**src/rtl/stream_mux_rr_pkg.sv**
```systemverilog
// Shared types and helpers for the stream_mux_rr block.
// Optional feature macro: STREAM_MUX_LAST_LOCK_EN (packet lock on last_i).
package stream_mux_pkg;

  typedef enum logic {
    MODE_FIXED = 1'b0,
    MODE_RR    = 1'b1
  } mode_e;

  // Wrap-around increment of a channel index within 0..n-1.
  function automatic int unsigned next_idx(input int unsigned idx, input int unsigned n);
    return (idx + 1 >= n) ? 32'd0 : idx + 1;
  endfunction

endpackage

```
**src/rtl/stream_mux_rr_if.sv**
```systemverilog
// Stream bundle between N producers, the mux, and one consumer.
// Optional feature macro: STREAM_MUX_LAST_LOCK_EN adds last_i / last_o.
interface stream_mux_rr_if #(
  parameter int NUM_CH    = 4,
  parameter int BIT_WIDTH = 8
);
  localparam int SEL_W = $clog2(NUM_CH);

  logic                 mode_i;
  logic [SEL_W-1:0]     sel_i;
  logic [NUM_CH-1:0]    valid_i;
  logic [BIT_WIDTH-1:0] data_i [NUM_CH];
  logic [NUM_CH-1:0]    ready_o;
  logic                 valid_o;
  logic [BIT_WIDTH-1:0] data_o;
  logic [SEL_W-1:0]     ch_o;
  logic                 ready_i;
`ifdef STREAM_MUX_LAST_LOCK_EN
  logic [NUM_CH-1:0]    last_i;
  logic                 last_o;
`endif

  // Mux side: consumes producer beats, drives the registered output.
  modport slave (
    input  mode_i, sel_i, valid_i, data_i, ready_i,
`ifdef STREAM_MUX_LAST_LOCK_EN
    input  last_i,
    output last_o,
`endif
    output ready_o, valid_o, data_o, ch_o
  );

  // Environment side: producers plus consumer.
  modport master (
    output mode_i, sel_i, valid_i, data_i, ready_i,
`ifdef STREAM_MUX_LAST_LOCK_EN
    output last_i,
    input  last_o,
`endif
    input  ready_o, valid_o, data_o, ch_o
  );

endinterface

```
**src/rtl/stream_mux_rr_arbiter.sv**
```systemverilog
// Combinational round-robin arbiter: first requester at or after ptr wins.
module rr_arbiter #(
  parameter int NUM_CH = 4,
  parameter int SEL_W  = $clog2(NUM_CH)
) (
  input  logic [NUM_CH-1:0] req,
  input  logic [SEL_W-1:0]  ptr,
  output logic [NUM_CH-1:0] gnt,
  output logic [SEL_W-1:0]  idx,
  output logic              any
);

  // Scan channels starting at ptr, wrapping once; take the first request.
  always_comb begin
    int c;
    logic [SEL_W-1:0] c_idx;
    gnt   = '0;
    idx   = '0;
    any   = 1'b0;
    c     = 0;
    c_idx = '0;
    for (int k = 0; k < NUM_CH; k++) begin
      c = int'(ptr) + k;
      if (c >= NUM_CH) c = c - NUM_CH;
      c_idx = SEL_W'(c);
      if (!any && req[c_idx]) begin
        any        = 1'b1;
        gnt[c_idx] = 1'b1;
        idx        = c_idx;
      end
    end
  end

endmodule

```
**src/rtl/stream_mux_rr.sv**
```systemverilog
// N-channel valid/ready stream mux with fixed-select or round-robin choice
// and a single registered output stage.
// Optional feature macro: STREAM_MUX_LAST_LOCK_EN (hold grant until last_i).
module stream_mux_rr
  import stream_mux_pkg::*;
#(
  parameter int NUM_CH    = 4,
  parameter int BIT_WIDTH = 8
) (
  input logic              clk_i,
  input logic              rst_ni,
  stream_mux_rr_if.slave   bus
);
  localparam int SEL_W = $clog2(NUM_CH);

  logic                 valid_reg;
  logic [BIT_WIDTH-1:0] data_reg;
  logic [SEL_W-1:0]     ch_reg;
  logic [SEL_W-1:0]     ptr_reg;

  logic [NUM_CH-1:0]    gnt_rr, gnt_fix, gnt;
  logic [SEL_W-1:0]     idx_rr, g_idx;
  logic                 any_rr, g_any;
  logic                 load, xfer, adv;
  logic                 mode_rr;
  logic [NUM_CH-1:0]    ready_vec;

`ifdef STREAM_MUX_LAST_LOCK_EN
  logic                 lock_reg;
  logic [SEL_W-1:0]     lock_ch_reg;
  logic                 last_reg;
`endif

  assign mode_rr = (mode_e'(bus.mode_i) == MODE_RR);
  // Full-throughput one-entry stage: refill whenever empty or draining.
  assign load    = !valid_reg || bus.ready_i;

  rr_arbiter #(.NUM_CH(NUM_CH), .SEL_W(SEL_W)) u_arb (
    .req (bus.valid_i),
    .ptr (ptr_reg),
    .gnt (gnt_rr),
    .idx (idx_rr),
    .any (any_rr)
  );

  // Fixed-select grant; an out-of-range select grants nobody.
  always_comb begin
    gnt_fix = '0;
    if (int'(bus.sel_i) < NUM_CH) gnt_fix[bus.sel_i] = bus.valid_i[bus.sel_i];
  end

  // Final grant: mode choice, overridden by an active packet lock.
  always_comb begin
    if (mode_rr) begin
      gnt   = gnt_rr;
      g_idx = idx_rr;
      g_any = any_rr;
    end else begin
      gnt   = gnt_fix;
      g_idx = bus.sel_i;
      g_any = |gnt_fix;
    end
`ifdef STREAM_MUX_LAST_LOCK_EN
    if (lock_reg) begin
      gnt              = '0;
      gnt[lock_ch_reg] = bus.valid_i[lock_ch_reg];
      g_idx            = lock_ch_reg;
      g_any            = bus.valid_i[lock_ch_reg];
    end
`endif
  end

  assign xfer = g_any && load;
`ifdef STREAM_MUX_LAST_LOCK_EN
  // Pointer stays parked on the locked channel until its last beat.
  assign adv  = xfer && mode_rr && bus.last_i[g_idx];
`else
  assign adv  = xfer && mode_rr;
`endif

  // Per-channel accept; forced low while reset is asserted.
  for (genvar gi = 0; gi < NUM_CH; gi++) begin : g_ready
    assign ready_vec[gi] = gnt[gi] && load && rst_ni;
  end
  assign bus.ready_o = ready_vec;

  // Output stage and round-robin pointer.
  always_ff @(posedge clk_i or negedge rst_ni) begin
    if (!rst_ni) begin
      valid_reg <= 1'b0;
      data_reg  <= '0;
      ch_reg    <= '0;
      ptr_reg   <= '0;
    end else begin
      if (xfer) begin
        valid_reg <= 1'b1;
        data_reg  <= bus.data_i[g_idx];
        ch_reg    <= g_idx;
      end else if (load) begin
        valid_reg <= 1'b0;
      end
      if (adv) ptr_reg <= SEL_W'(next_idx(int'(g_idx), NUM_CH));
    end
  end

`ifdef STREAM_MUX_LAST_LOCK_EN
  // Packet lock state and registered last flag.
  always_ff @(posedge clk_i or negedge rst_ni) begin
    if (!rst_ni) begin
      lock_reg    <= 1'b0;
      lock_ch_reg <= '0;
      last_reg    <= 1'b0;
    end else if (xfer) begin
      lock_reg    <= !bus.last_i[g_idx];
      lock_ch_reg <= g_idx;
      last_reg    <= bus.last_i[g_idx];
    end
  end
  assign bus.last_o = last_reg;
`endif

  assign bus.valid_o = valid_reg;
  assign bus.data_o  = data_reg;
  assign bus.ch_o    = ch_reg;

endmodule

```
**src/flat_wrapper.sv**
```systemverilog
// flat-port wrapper written by rule: the top's interface ports become plain ports
module stream_mux_rr_flat import stream_mux_pkg::*;
#(
  parameter int NUM_CH    = 4,
  parameter int BIT_WIDTH = 8
)
  (clk_i, rst_ni, bus_mode_i, bus_sel_i, bus_valid_i, bus_data_i, bus_ready_i, bus_ready_o, bus_valid_o, bus_data_o, bus_ch_o);
  stream_mux_rr_if #(.NUM_CH(NUM_CH), .BIT_WIDTH(BIT_WIDTH)) bus_i ();
  input logic clk_i;
  input logic rst_ni;
  input wire logic [$bits(bus_i.mode_i)-1:0] bus_mode_i;
  input wire logic [$bits(bus_i.sel_i)-1:0] bus_sel_i;
  input wire logic [$bits(bus_i.valid_i)-1:0] bus_valid_i;
  input wire logic [$bits(bus_i.data_i)-1:0] bus_data_i;
  input wire logic [$bits(bus_i.ready_i)-1:0] bus_ready_i;
  output wire logic [$bits(bus_i.ready_o)-1:0] bus_ready_o;
  output wire logic [$bits(bus_i.valid_o)-1:0] bus_valid_o;
  output wire logic [$bits(bus_i.data_o)-1:0] bus_data_o;
  output wire logic [$bits(bus_i.ch_o)-1:0] bus_ch_o;
  assign bus_i.mode_i = bus_mode_i;
  assign bus_i.sel_i = bus_sel_i;
  assign bus_i.valid_i = bus_valid_i;
  assign bus_i.data_i = {>>{bus_data_i}};
  assign bus_i.ready_i = bus_ready_i;
  assign bus_ready_o = bus_i.ready_o;
  assign bus_valid_o = bus_i.valid_o;
  assign bus_data_o = bus_i.data_o;
  assign bus_ch_o = bus_i.ch_o;
  stream_mux_rr #(.NUM_CH(NUM_CH), .BIT_WIDTH(BIT_WIDTH)) u_core (.clk_i(clk_i), .rst_ni(rst_ni), .bus(bus_i));
endmodule
```
**config.mk**
```make
export PLATFORM = sky130hd
export DESIGN_NAME = stream_mux_rr_flat
export DESIGN_NICKNAME = d
export VERILOG_FILES = /design/src/rtl/stream_mux_rr_pkg.sv /design/src/rtl/stream_mux_rr_if.sv /design/src/rtl/stream_mux_rr_arbiter.sv /design/src/rtl/stream_mux_rr.sv /design/src/flat_wrapper.sv
export SDC_FILE = /design/constraint.sdc
export NUM_CORES = 1
export LEC_CHECK = 0
export CAP_MARGIN = 10
export CORE_UTILIZATION = 32
export CTS_BUF_LIST = sky130_fd_sc_hd__clkbuf_8 sky130_fd_sc_hd__clkbuf_16
export DETAILED_ROUTE_END_ITERATION = 6
export PLACE_DENSITY = 0.68
export REMOVE_ABC_BUFFERS = 1
export SLEW_MARGIN = 20
export SYNTH_ARGS = -nofsm -noshare
export SYNTH_HDL_FRONTEND = slang
export SYNTH_SLANG_ARGS = --single-unit
```
**constraint.sdc**
```tcl
create_clock -name clk_i -period 6.4 [get_ports clk_i]
set_input_delay 1.28 -clock clk_i [delete_from_list [all_inputs] [get_ports clk_i]]
set_output_delay 1.28 -clock clk_i [all_outputs]
set_load 0.03 [all_outputs]
```
Word-level counts from Yosys, hierarchy flattened:

Cells that the tools add are included.

* $add $sub $neg: 8
* $lt $le $gt $ge: 16
* multiplexer cells: 45
* bitwise operators: 5
* reductions and logical operators: 25

Operators by type and width (number)
* 2-to-1 mux 2 bit: 10
* 2-to-1 mux 4 bit: 5
* logical AND 1 bit: 18
* 2-to-1 mux 1 bit: 17
* binary-select mux 8 bit (select 2 bit): 1
* 2-to-1 mux 8 bit: 2
* >= comparator 3 bit (second input constant): 5
* less-than comparator 2 x 3 -> 1 bit (second input constant): 5
* OR 4 bit: 3
* binary-select mux 1 bit (select 2 bit): 5
* demux 1 bit (select 2 bit): 5
* >= comparator 2 x 1 -> 1 bit (second input constant): 5
* subtractor 2 x 1 -> 2 bit (second input constant): 4
* adder 2 x 1 -> 3 bit (second input constant): 2
* adder 2 x 2 -> 3 bit (second input constant): 2
* AND 4 bit: 1
* logical NOT 1 bit: 4
* OR reduction 4 bit: 1
* >= comparator 2 x 3 -> 1 bit (second input constant): 1
* inverter 2 -> 3 bit: 1
* nonzero test 2 bit: 1
* logical OR 1 bit: 1

* register bits after elaboration: 13
* input bits: 42
* output and inout bits: 15
* word-level logic and storage cells: 103

Depth between registers and ports, before layout:

Gate-level depths: netlist of run 1.

* depth after elaboration: 19
* gate-level depth with buffers: 13
* gate-level depth less buffers: 9

Hierarchy:

Synthesis of run 1 repeated with hierarchy kept, for this count alone.

* cell total of the unflattened synthesis: 109
* area, all modules: 1295.0 µm²

Modules (own cells, without submodules)
* stream_mux_rr: instances 1, cells each 64, area an instance 873.3 µm², seq. area each 325.3 µm²
* rr_arbiter: instances 1, cells each 45, area an instance 421.7 µm², seq. area each 0.0 µm²

Least setup slack after synthesis of run 1:

OpenSTA, ideal clock, no wires.

* path kind: input to output
* start: in bus_valid_i[0]
* end: out bus_ready_o[0]
* data arrival time: 3.055 ns
* required time: 5.120 ns
* setup slack: 2.065 ns
* stages: 6
* path buffers: 1
* cells stage by stage: buf_6 mux4_1 nor2_1 a221o_1 a221oi_1 nor3_1

* word-level cells in the longest chain between the ends: 15
* elaborated cells between the ends (all ways): 30
* those cells by class: mux (18); bitwise (4); reduce/logical (8)

RTL lines
* start: declaration: line flat_wrapper.sv:13 `input wire logic [$bits(bus_i.valid_i)-1:0] bus_valid_i;`
* binary-select mux 1 bit (select 2 bit): line stream_mux_rr_arbiter.sv:26 `if (!any && req[c_idx]) begin`
* 2-to-1 mux 1 bit (implied by the code): line stream_mux_rr_arbiter.sv:26
* 2-to-1 mux 1 bit: line stream_mux_rr_arbiter.sv:26
* logical NOT 1 bit: line stream_mux_rr_arbiter.sv:26
* logical AND 1 bit: line stream_mux_rr_arbiter.sv:26
* 2-to-1 mux 1 bit: line stream_mux_rr_arbiter.sv:26
* logical NOT 1 bit: line stream_mux_rr_arbiter.sv:26
* logical AND 1 bit: line stream_mux_rr_arbiter.sv:26
* 2-to-1 mux 1 bit: line stream_mux_rr_arbiter.sv:26
* logical NOT 1 bit: line stream_mux_rr_arbiter.sv:26
* logical AND 1 bit: line stream_mux_rr_arbiter.sv:26
* 2-to-1 mux 4 bit: line stream_mux_rr_arbiter.sv:26
* 2-to-1 mux 4 bit (*): line stream_mux_rr.sv:54 `if (mode_rr) begin`
* logical AND 1 bit (*) (2 in a row): line stream_mux_rr.sv:83 `assign ready_vec[gi] = gnt[gi] && load && rst_ni;`
* end: declaration: line flat_wrapper.sv:16 `output wire logic [$bits(bus_i.ready_o)-1:0] bus_ready_o;`

Mark *: on every way between the ends. The rest lies on a longest branch, timed or not. The select of a mux whose other input is x is not followed.

Final worst setup path of run 1:

* start: in bus_valid_i[3]
* end: out bus_ready_o[3]

Same word-level chain as after synthesis.

==> run_results.csv, run 1 <==
group,metric,value,unit
layout,fin_cells,247,
layout,layout_commonest_cell,"clkdlybuf4s50_1",
clock_network,htreeDepth,1,
timing,rsz0062_at_grt,"false",
detailed_routing,finalWirelength,3390,um
synthesis,synth_area_leaders,"dfrtp_1, mux2i_1, mux2_4",
floorplanning,initial_utilization,34.3,%
worst_hold_path,hp-class,"reg -> reg",
floorplanning,rows,24,
global_routing,grt_pass1_wl,5940,um
clock_network,hold_buffers,0,
layout,largest_reg_flops,8,
timing,finalHoldViolCount,0,
flow_run,maxCapViolations,0,
place,post-place-cells,242,
clock_network,ctsResizeCount,0,
detailed_routing,firstDrtPassIters,4,
floorplanning,core,4500,sq um
layout,n_antenna_cell,0,
global_routing,grt_overflow,0,
floorplanning,io_pins,57,
power,power,0.000823,W
detailed_routing,ant_nets,0,
power,p_leak,0.955,nW
layout,stdcell_area,2130,sq um
layout,syn2layout_area_growth,38.0,%
floorplanning,die_w,71.4,um
clock_network,cts.clk_slew.worst_paths,0.05,ns
critical_path,crit_required,5.12,ns
layout,multiInputGateArea,1090,sq um
clock_network,postCtsSetupBuffers,0,
run_status,status,"completed",
detailed_routing,vias_per_cell,5.26,
global_routing,grt_max_degree,19,
synthesis,synth-async-reset-ratio,100,%
critical_path,cp.arrival,4.05,ns
global_routing,grt_usage,14.6,%
detailed_routing,drtIter0Drc,91,
place,placed_cell_area,2070,sq um
detailed_routing,drt-wirelength-per-cell,13.7,um
layout,layout-drive-gt1-share,12.8,%
global_routing,antenna_found_initial,0,
synthesis,synth_edf_count,0,
clock_network,cts_tree,"built",
clock_network,numClockSinks,13,
layout,regArea,325,sq um
timing,final-setup-viol-count,0,
layout,num-nets-final,247,
floorplanning,chipHeight,71.4,um
timing,setup_tns,0,ns
critical_path,start_kind,"input pin",
synthesis,ys.flop_type,"dfrtp_1",
timing,final-max-slew-violation-count,0,
synthesis,ys_ff_latch,13,
timing,slew_headroom,47.0,%
clock_network,clk_path_buf_depth,2,
power,switching_share,44.7,%
synthesis,synth-seq-area-share,21.1,%
timing,timing.final.crit_share,83.2,%
clock_network,cts_made_buffers,3,
clock_network,root_buffer,"clkbuf_8",
power,pwr-share-comb,69.9,%
layout,nFillCells,428,
detailed_routing,drc_errors,0,
synthesis,yosys.area.top_type,"dfrtp_1",
place,dp_hpwl,2600,um
critical_path,end_kind,"primary output",
layout,mostFrequentLayoutCells,"clkdlybuf4s50_1, mux2i_1, dfrtp_1",
place,gp_congestion,0.818,
synthesis,yosys_warnings,0,
global_routing,grt_pass1_vias,1295,
place,io_buffers,56,
timing,finClkSkew,0.00343,ns
timing,fmax,188,MHz
synthesis,synth_area,1540,sq um
critical_path,cp_max_fo,16,
synthesis,synth_cell_types,39,
synthesis,synth_cells,146,
synthesis,syn_area_per_cell,10.6,sq um
power,worst_ir_drop_vdd,0.208,mV
power,p_seq_share,21.3,%
power,power_frac_clock,8.8,%
synthesis,synth_top_area_share,21.1,%
power,switchingPower,0.000368,W
clock_network,worstSkewPairLatency,0.24,ns
timing,min_period,5.33,ns
power,internal_power,0.000455,W
timing,worstMarginPinSlew,0.796,ns
critical_path,worstSetupPathType,"in -> out",
power,power_density,387,nW/um^2
detailed_routing,vias,1299,
floorplanning,die_area,5100,sq um
timing,whs,0.511,ns
-- cells in the mapped netlist, types with 2 or more instances --
cell,number
a221oi_1,4
a31oi_1,2
o31a_1,2
ha_1,9
mux2_2,4
buf_4,2
a21oi_1,4
inv_1,6
inv_2,2
a21oi_2,2
buf_6,7
dfrtp_1,13
mux2_1,2
mux2i_1,28
nor3b_1,3
nor2_1,7
a221o_1,4
buf_2,3
nor3_1,4
and3_1,2
nand3_1,2
o22ai_1,2
mux2_4,8
mux4_1,3
nand2_1,7
-- area by class of cell --
type | instances | area share (%)
Clock buffer | 3 | 1.94
Clock inverter | 1 | 0.235
Inverter | 8 | 1.41
Multi-Input combinational cell | 113 | 51.0
Sequential cell | 13 | 15.3
Tap cell | 52 | 3.06
Timing Repair Buffer | 57 | 27.0
-- metal layers --
metal	share of wire [%]	routed length (um)	GRT usage [%]	up-vias
met5	0	0	0	-
met4	0.47	16	2.22	0
met3	6.8	230	5.63	4
met2	48	1630	24.4	40
met1	45	1520	18.3	600
li1	-	-	-	655
-- final timing paths --
check / start / slack [ns] / endpoint / cells past startpoint
setup / recovery: bus_valid_i[3] / 1.07 / bus_ready_o[3] / 7
hold / removal: u_core.bus.ch_o[1] / 0.51 / u_core.bus.ch_o[1] / 1
setup reg to reg: u_core.ptr_reg[0] / 2.83 / u_core.ptr_reg[0] / 8
hold reg to reg: u_core.bus.ch_o[1] / 0.51 / u_core.bus.ch_o[1] / 1
max in group asynchronous: rst_ni / 4.57 / u_core.bus.data_o[1] / 1
min in group asynchronous: rst_ni / 1.43 / u_core.bus.data_o[5] / 1
-- stage by stage --
step / worst slack, ns / utilization [%]
after floorplan: 2.17 / -
after global placement: 1.22 / 45.9
after detailed placement: 1.13 / 45.9
after CTS: 1.13 / 46.9
after global routing: 0.866 / 47.3
final: 1.07 / 47.3
-- power groups by stage --
stage,Clock (W),Combinational [W],Sequential (W)
after global routing,0.0000804,0.000625,0.000184
after detailed placement,0,0.000573,0.000175
after CTS,0.0000755,0.000574,0.000175
after floorplan,0,0.000337,0.000232
final,0.0000726,0.000575,0.000175
after global placement,0,0.000569,0.000175
-- cell families after synthesis --
kind of cell | count (synthesis) | share of synthesized area, %
DFF | 13 | 21.1
buffers and inverters | 20 | 9.00
adders and majority gates | 9 | 7.30
and+or+nand+nor | 30 | 10.2
muxes | 46 | 36.9
AOI/OAI and AO/OA | 28 | 15.5
-- critical path: stages --
cell,delay [ns]
clkdlybuf4s50_1,0.67
mux4_1,0.70
nor2_1,0.29
a221o_1,0.20
a221oi_1,0.04
nor3_1,0.17
clkdlybuf4s50_1,0.69
Note: power is estimated with default switching activity, not from simulation.
==> run 2, diff against run 1 <==
- PLACE_DENSITY: 0.68 -> 0.7
- clock period: 6.4 -> 4.8 ns (I/O delays scaled with it)
==> run 2 against run 1 <==
- register-to-register slack got worse by 1.2 ns
- utilization rose by 1.5 points
- global-route usage rose by 0.75 points
- largest power group unchanged
- count of clock-buffer cells in the layout unchanged
- clock skew shrank 0.0018 ns
- highest routed layer unchanged
==> run_results.csv, run 2 (same netlist as run 1, synthesis figures left out) <==
group,metric,value,unit
clock_network,cts_tree,"built",
power,power_density,514,nW/um^2
timing,min_period,4.45,ns
floorplanning,die_area,5100,sq um
worst_hold_path,hp-class,"reg -> reg",
critical_path,cp.arrival,3.49,ns
clock_network,postCtsSetupBuffers,0,
global_routing,grt_pass1_wl,6320,um
detailed_routing,finalWirelength,3730,um
detailed_routing,vias_per_cell,5.35,
layout,n_antenna_cell,0,
clock_network,ctsResizeCount,0,
global_routing,gr-max-usage-layer,"met2",
global_routing,grt_overflow,0,
clock_network,htreeDepth,1,
global_routing,grt_pass1_vias,1352,
run_status,status,"completed",
clock_network,clk_path_buf_depth,2,
global_routing,grt_usage,15.4,%
global_routing,antenna_found_initial,0,
layout,nFillCells,433,
timing,finClkSkew,0.00165,ns
place,gp_congestion,0.841,
place,io_buffers,56,
layout,largest_reg_flops,8,
critical_path,crit_top_cell,"clkdlybuf4s50_1",
detailed_routing,vias,1375,
power,pwr-share-comb,73.6,%
power,internal_power,0.000624,W
timing,final-setup-viol-count,0,
worst_hold_path,whs_path_depth,1,
clock_network,cts.clk_slew.worst_paths,0.06,ns
floorplanning,chipHeight,71.4,um
critical_path,end_kind,"primary output",
timing,setup_tns,0,ns
critical_path,path_cells,"clkdlybuf4s50_1 > mux4_1 > nor2_1 > a221o_1 > a221oi_1 > nor3_1 > clkdlybuf4s50_1",
floorplanning,die_w,71.4,um
global_routing,grt_use_met1,20.6,%
layout,num-nets-final,257,
critical_path,slowest_delay,0.69,ns
critical_path,path_buf_inv,2,
timing,rsz0062_at_grt,"false",
clock_network,worstSkewPairLatency,0.24,ns
timing,finalHoldViolCount,0,
power,switching_share,44.7,%
critical_path,cp.depth,7,
power,worst_ir_drop_vdd,0.260,mV
critical_path,rr_worst_depth,8,
critical_path,crit_slowest_cell,"clkdlybuf4s50_1",
timing,timing.final.crit_share,92.7,%
clock_network,hold_buffers,0,
timing,whs,0.519,ns
floorplanning,core,4500,sq um
timing,fmax,225,MHz
detailed_routing,ant_nets,0,
floorplanning,io_pins,57,
detailed_routing,drtIter0Drc,74,
detailed_routing,firstDrtPassIters,4,
critical_path,cp_max_fo,8,
power,p_seq_share,17.6,%
clock_network,cts_made_buffers,3,
detailed_routing,drt-wirelength-per-cell,14.5,um
critical_path,worstSetupPathType,"in -> out",
clock_network,root_buffer,"clkbuf_8",
layout,multiInputGateArea,1090,sq um
floorplanning,rows,24,
critical_path,start_kind,"input pin",
layout,regArea,325,sq um
detailed_routing,drc_errors,0,
flow_run,maxCapViolations,0,
timing,final-max-slew-violation-count,0,
place,dp_hpwl,2930,um
floorplanning,initial_utilization,34.3,%
global_routing,grt_max_degree,18,
power,power,0.00113,W
global_routing,use_met3,3.38,%
timing,slew_headroom,44.0,%
layout,mostFrequentLayoutCells,"clkdlybuf4s50_1, mux2i_1, dfrtp_1",
global_routing,grt_util_met2,26.1,%
clock_network,numClockSinks,13,
critical_path,crit_required,3.84,ns
critical_path,crit_family,"buffers and inverters",
timing,worstMarginPinSlew,0.840,ns
layout,syn2layout_area_growth,42.3,%
power,switchingPower,0.000505,W
power,power_frac_clock,8.8,%
timing,worst_slack,0.353,ns
layout,layout-drive-gt1-share,17.1,%
power,p_leak,1.00,nW
layout,layout_commonest_cell,"clkdlybuf4s50_1",
place,pre_cts_slack,0.353,ns
run 2: through the flow:
stage	instances	utilization, %	instance area [sq um]
2_1_floorplan	134	-	1430
3_3_place_gp	253	47.7	2150
3_5_place_dp	253	47.7	2150
4_1_cts	257	48.8	2200
5_1_grt	257	48.8	2200
6_report	257	48.8	2200
run 2: path summary, 6_finish.rpt:
check | slack [ns] | end | startpoint
setup / recovery | 0.35 | bus_ready_o[0] | bus_valid_i[0]
hold / removal | 0.52 | u_core.bus.ch_o[1] | u_core.bus.ch_o[1]
setup reg to reg | 1.68 | u_core.ptr_reg[0] | u_core.ptr_reg[0]
hold reg to reg | 0.52 | u_core.bus.ch_o[1] | u_core.bus.ch_o[1]
max in group asynchronous | 3.58 | u_core.ptr_reg[1] | rst_ni
min in group asynchronous | 1.06 | u_core.bus.ch_o[1] | rst_ni
run 2: per-layer routing:
layer,vias to the layer above,wire length (um)
li1,676,-
met1,649,1650
met2,48,1850
met3,2,226
met4,0,7
met5,-,0
run 2: power by group through the flow:
stage / logic, W / registers, W / clock network (W)
floorplan: 0.000449 / 0.000309 / 0
global placement: 0.000822 / 0.000197 / 0
detailed placement: 0.000832 / 0.000195 / 0
CTS: 0.000833 / 0.000198 / 0.0000998
global route: 0.000899 / 0.000205 / 0.000106
finish: 0.000830 / 0.000199 / 0.0000990
run 2: area by class of cell:
class                   instances  area share, %
multi-input cells             113           49.5
clock inverters                 1          0.228
well taps                      52           2.96
flip-flops and latches         13           14.8
repair buffers                 67           29.3
clock buffers                   3           1.88
inverters                       8           1.37
==> run 3, diff against run 2 <==
- CORE_ASPECT_RATIO: not set -> 0.6
- CORE_MARGIN: not set -> 3
==> run 3 against run 2 <==
- register-to-register slack better by 0.12 ns
- sequential power is 3% lower
- clock skew hardly changed
- via count is 0.51% lower
- sequential share of layout area is 0.059 points lower
- global-route usage is 0.64 points lower
- critical path depth stayed put
- critical endpoint unchanged
==> run_results.csv, run 3 (same netlist as run 1, synthesis figures left out) <==
group,metric,value,unit
run_status,status,"completed",
critical_path,cp.arrival,3.59,ns
detailed_routing,vias,1368,
timing,min_period,4.55,ns
layout,largest_reg_flops,8,
worst_hold_path,hp-class,"reg -> reg",
timing,worstMarginPinSlew,0.478,ns
power,power_density,513,nW/um^2
global_routing,antenna_found_initial,0,
layout,layout_commonest_cell,"clkdlybuf4s50_1",
clock_network,numClockSinks,13,
critical_path,worst-r2r-setup-slack,1.80,ns
layout,fin_cells,265,
timing,final-setup-viol-count,0,
clock_network,postCtsSetupBuffers,0,
critical_path,cp_max_fo,12,
power,worst_ir_drop_vdd,0.274,mV
critical_path,start_kind,"input pin",
place,post-place-cells,261,
critical_path,end_kind,"primary output",
global_routing,grt_overflow,0,
clock_network,ctsResizeCount,0,
global_routing,grt_usage,14.8,%
layout,n_antenna_cell,0,
layout,num-nets-final,257,
timing,rsz0062_at_grt,"false",
floorplanning,die_w,95.6,um
floorplanning,initial_utilization,35.3,%
global_routing,grt_max_degree,19,
layout,nFillCells,423,
place,gp_congestion,0.948,
floorplanning,die_area,5720,sq um
global_routing,grt_pass1_wl,6460,um
global_routing,grt_pass1_vias,1298,
clock_network,htreeDepth,1,
place,io_buffers,56,
place,dp_hpwl,3160,um
critical_path,worstSetupPathType,"in -> out",
layout,layout-drive-gt1-share,16.6,%
timing,fmax,220,MHz
detailed_routing,vias_per_cell,5.16,
floorplanning,chipHeight,59.8,um
timing,timing.final.crit_share,94.8,%
clock_network,cts_tree,"built",
flow_run,maxCapViolations,0,
floorplanning,rows,18,
clock_network,cts.clk_slew.worst_paths,0.05,ns
detailed_routing,finalWirelength,3970,um
layout,mostFrequentLayoutCells,"clkdlybuf4s50_1, mux2i_1, dfrtp_1",
floorplanning,io_pins,57,
power,p_leak,1.00,nW
clock_network,clk_path_buf_depth,2,
detailed_routing,drtIter0Drc,56,
clock_network,root_buffer,"clkbuf_8",
timing,slew_headroom,68.1,%
clock_network,cts_made_buffers,3,
timing,finalHoldViolCount,0,
detailed_routing,ant_nets,0,
detailed_routing,drc_errors,0,
timing,setup_tns,0,ns
critical_path,crit_required,3.84,ns
clock_network,hold_buffers,0,
clock_network,worstSkewPairLatency,0.24,ns
layout,syn2layout_area_growth,42.9,%
floorplanning,core,4370,sq um
detailed_routing,drt-wirelength-per-cell,15.0,um
detailed_routing,firstDrtPassIters,4,
timing,finClkSkew,0.00118,ns
timing,final-max-slew-violation-count,0,
-- run 3: layout make-up --
class / instances / area, sq um / area share, %
Inverter: 8 / 30.0 / 1.36
Clock inverter: 1 / 3.75 / 0.170
Timing Repair Buffer: 67 / 643 / 29.2
Sequential cell: 13 / 325 / 14.8
Tap cell: 60 / 75.1 / 3.41
Clock buffer: 3 / 41.3 / 1.87
Multi-Input combinational cell: 113 / 1090 / 49.3
-- run 3: worst paths after layout --
path / start / to / cells after the start
max: bus_valid_i[1] / bus_ready_o[0] / 7
min: u_core.bus.data_o[0] / u_core.bus.data_o[0] / 1
max reg2reg: u_core.ptr_reg[0] / u_core.ptr_reg[0] / 9
min in group asynchronous: rst_ni / u_core.bus.data_o[3] / 2
max in group asynchronous: rst_ni / u_core.bus.data_o[1] / 2
min reg2reg: u_core.bus.data_o[0] / u_core.bus.data_o[0] / 1
-- run 3: routing by layer --
metal / track usage, % / vias to the layer above / wire, um
met5: 0 / - / 0
met4: 1.21 / 0 / 0
met3: 5.16 / 0 / 386
met2: 19.7 / 48 / 1480
met1: 23.1 / 642 / 2100
li1: - / 678 / -
-- run 3: where the power goes --
| group | internal, W | switching, W | total (W) |
|---|---|---|---|
| Clock | 0.0000564 | 0.0000372 | 0.0000935 |
| Combinational | 0.000404 | 0.000440 | 0.000844 |
| Sequential | 0.000164 | 0.0000294 | 0.000193 |
-- run 3: critical path, cell delays in order --
cell and delay (ns):
clkdlybuf4s50_1 0.60, mux4_1 0.69, nor2_1 0.26, a221o_1 0.18, a221oi_1 0.04, nor3_1 0.16, clkdlybuf4s50_1 0.70
-- run 3: metrics by stage --
step	area (sq um)	util (%)	setup slack, ns	total power (W)	hold slack, ns
global route	2200	50.5	0.0806	0.00122	0.534
floorplan	1430	-	1.12	0.000758	0.664
detailed placement	2160	49.4	0.245	0.00104	0.494
finish	2200	50.5	0.252	0.00113	0.504
global placement	2160	49.4	0.350	0.00103	0.490
CTS	2200	50.5	0.252	0.00114	0.507
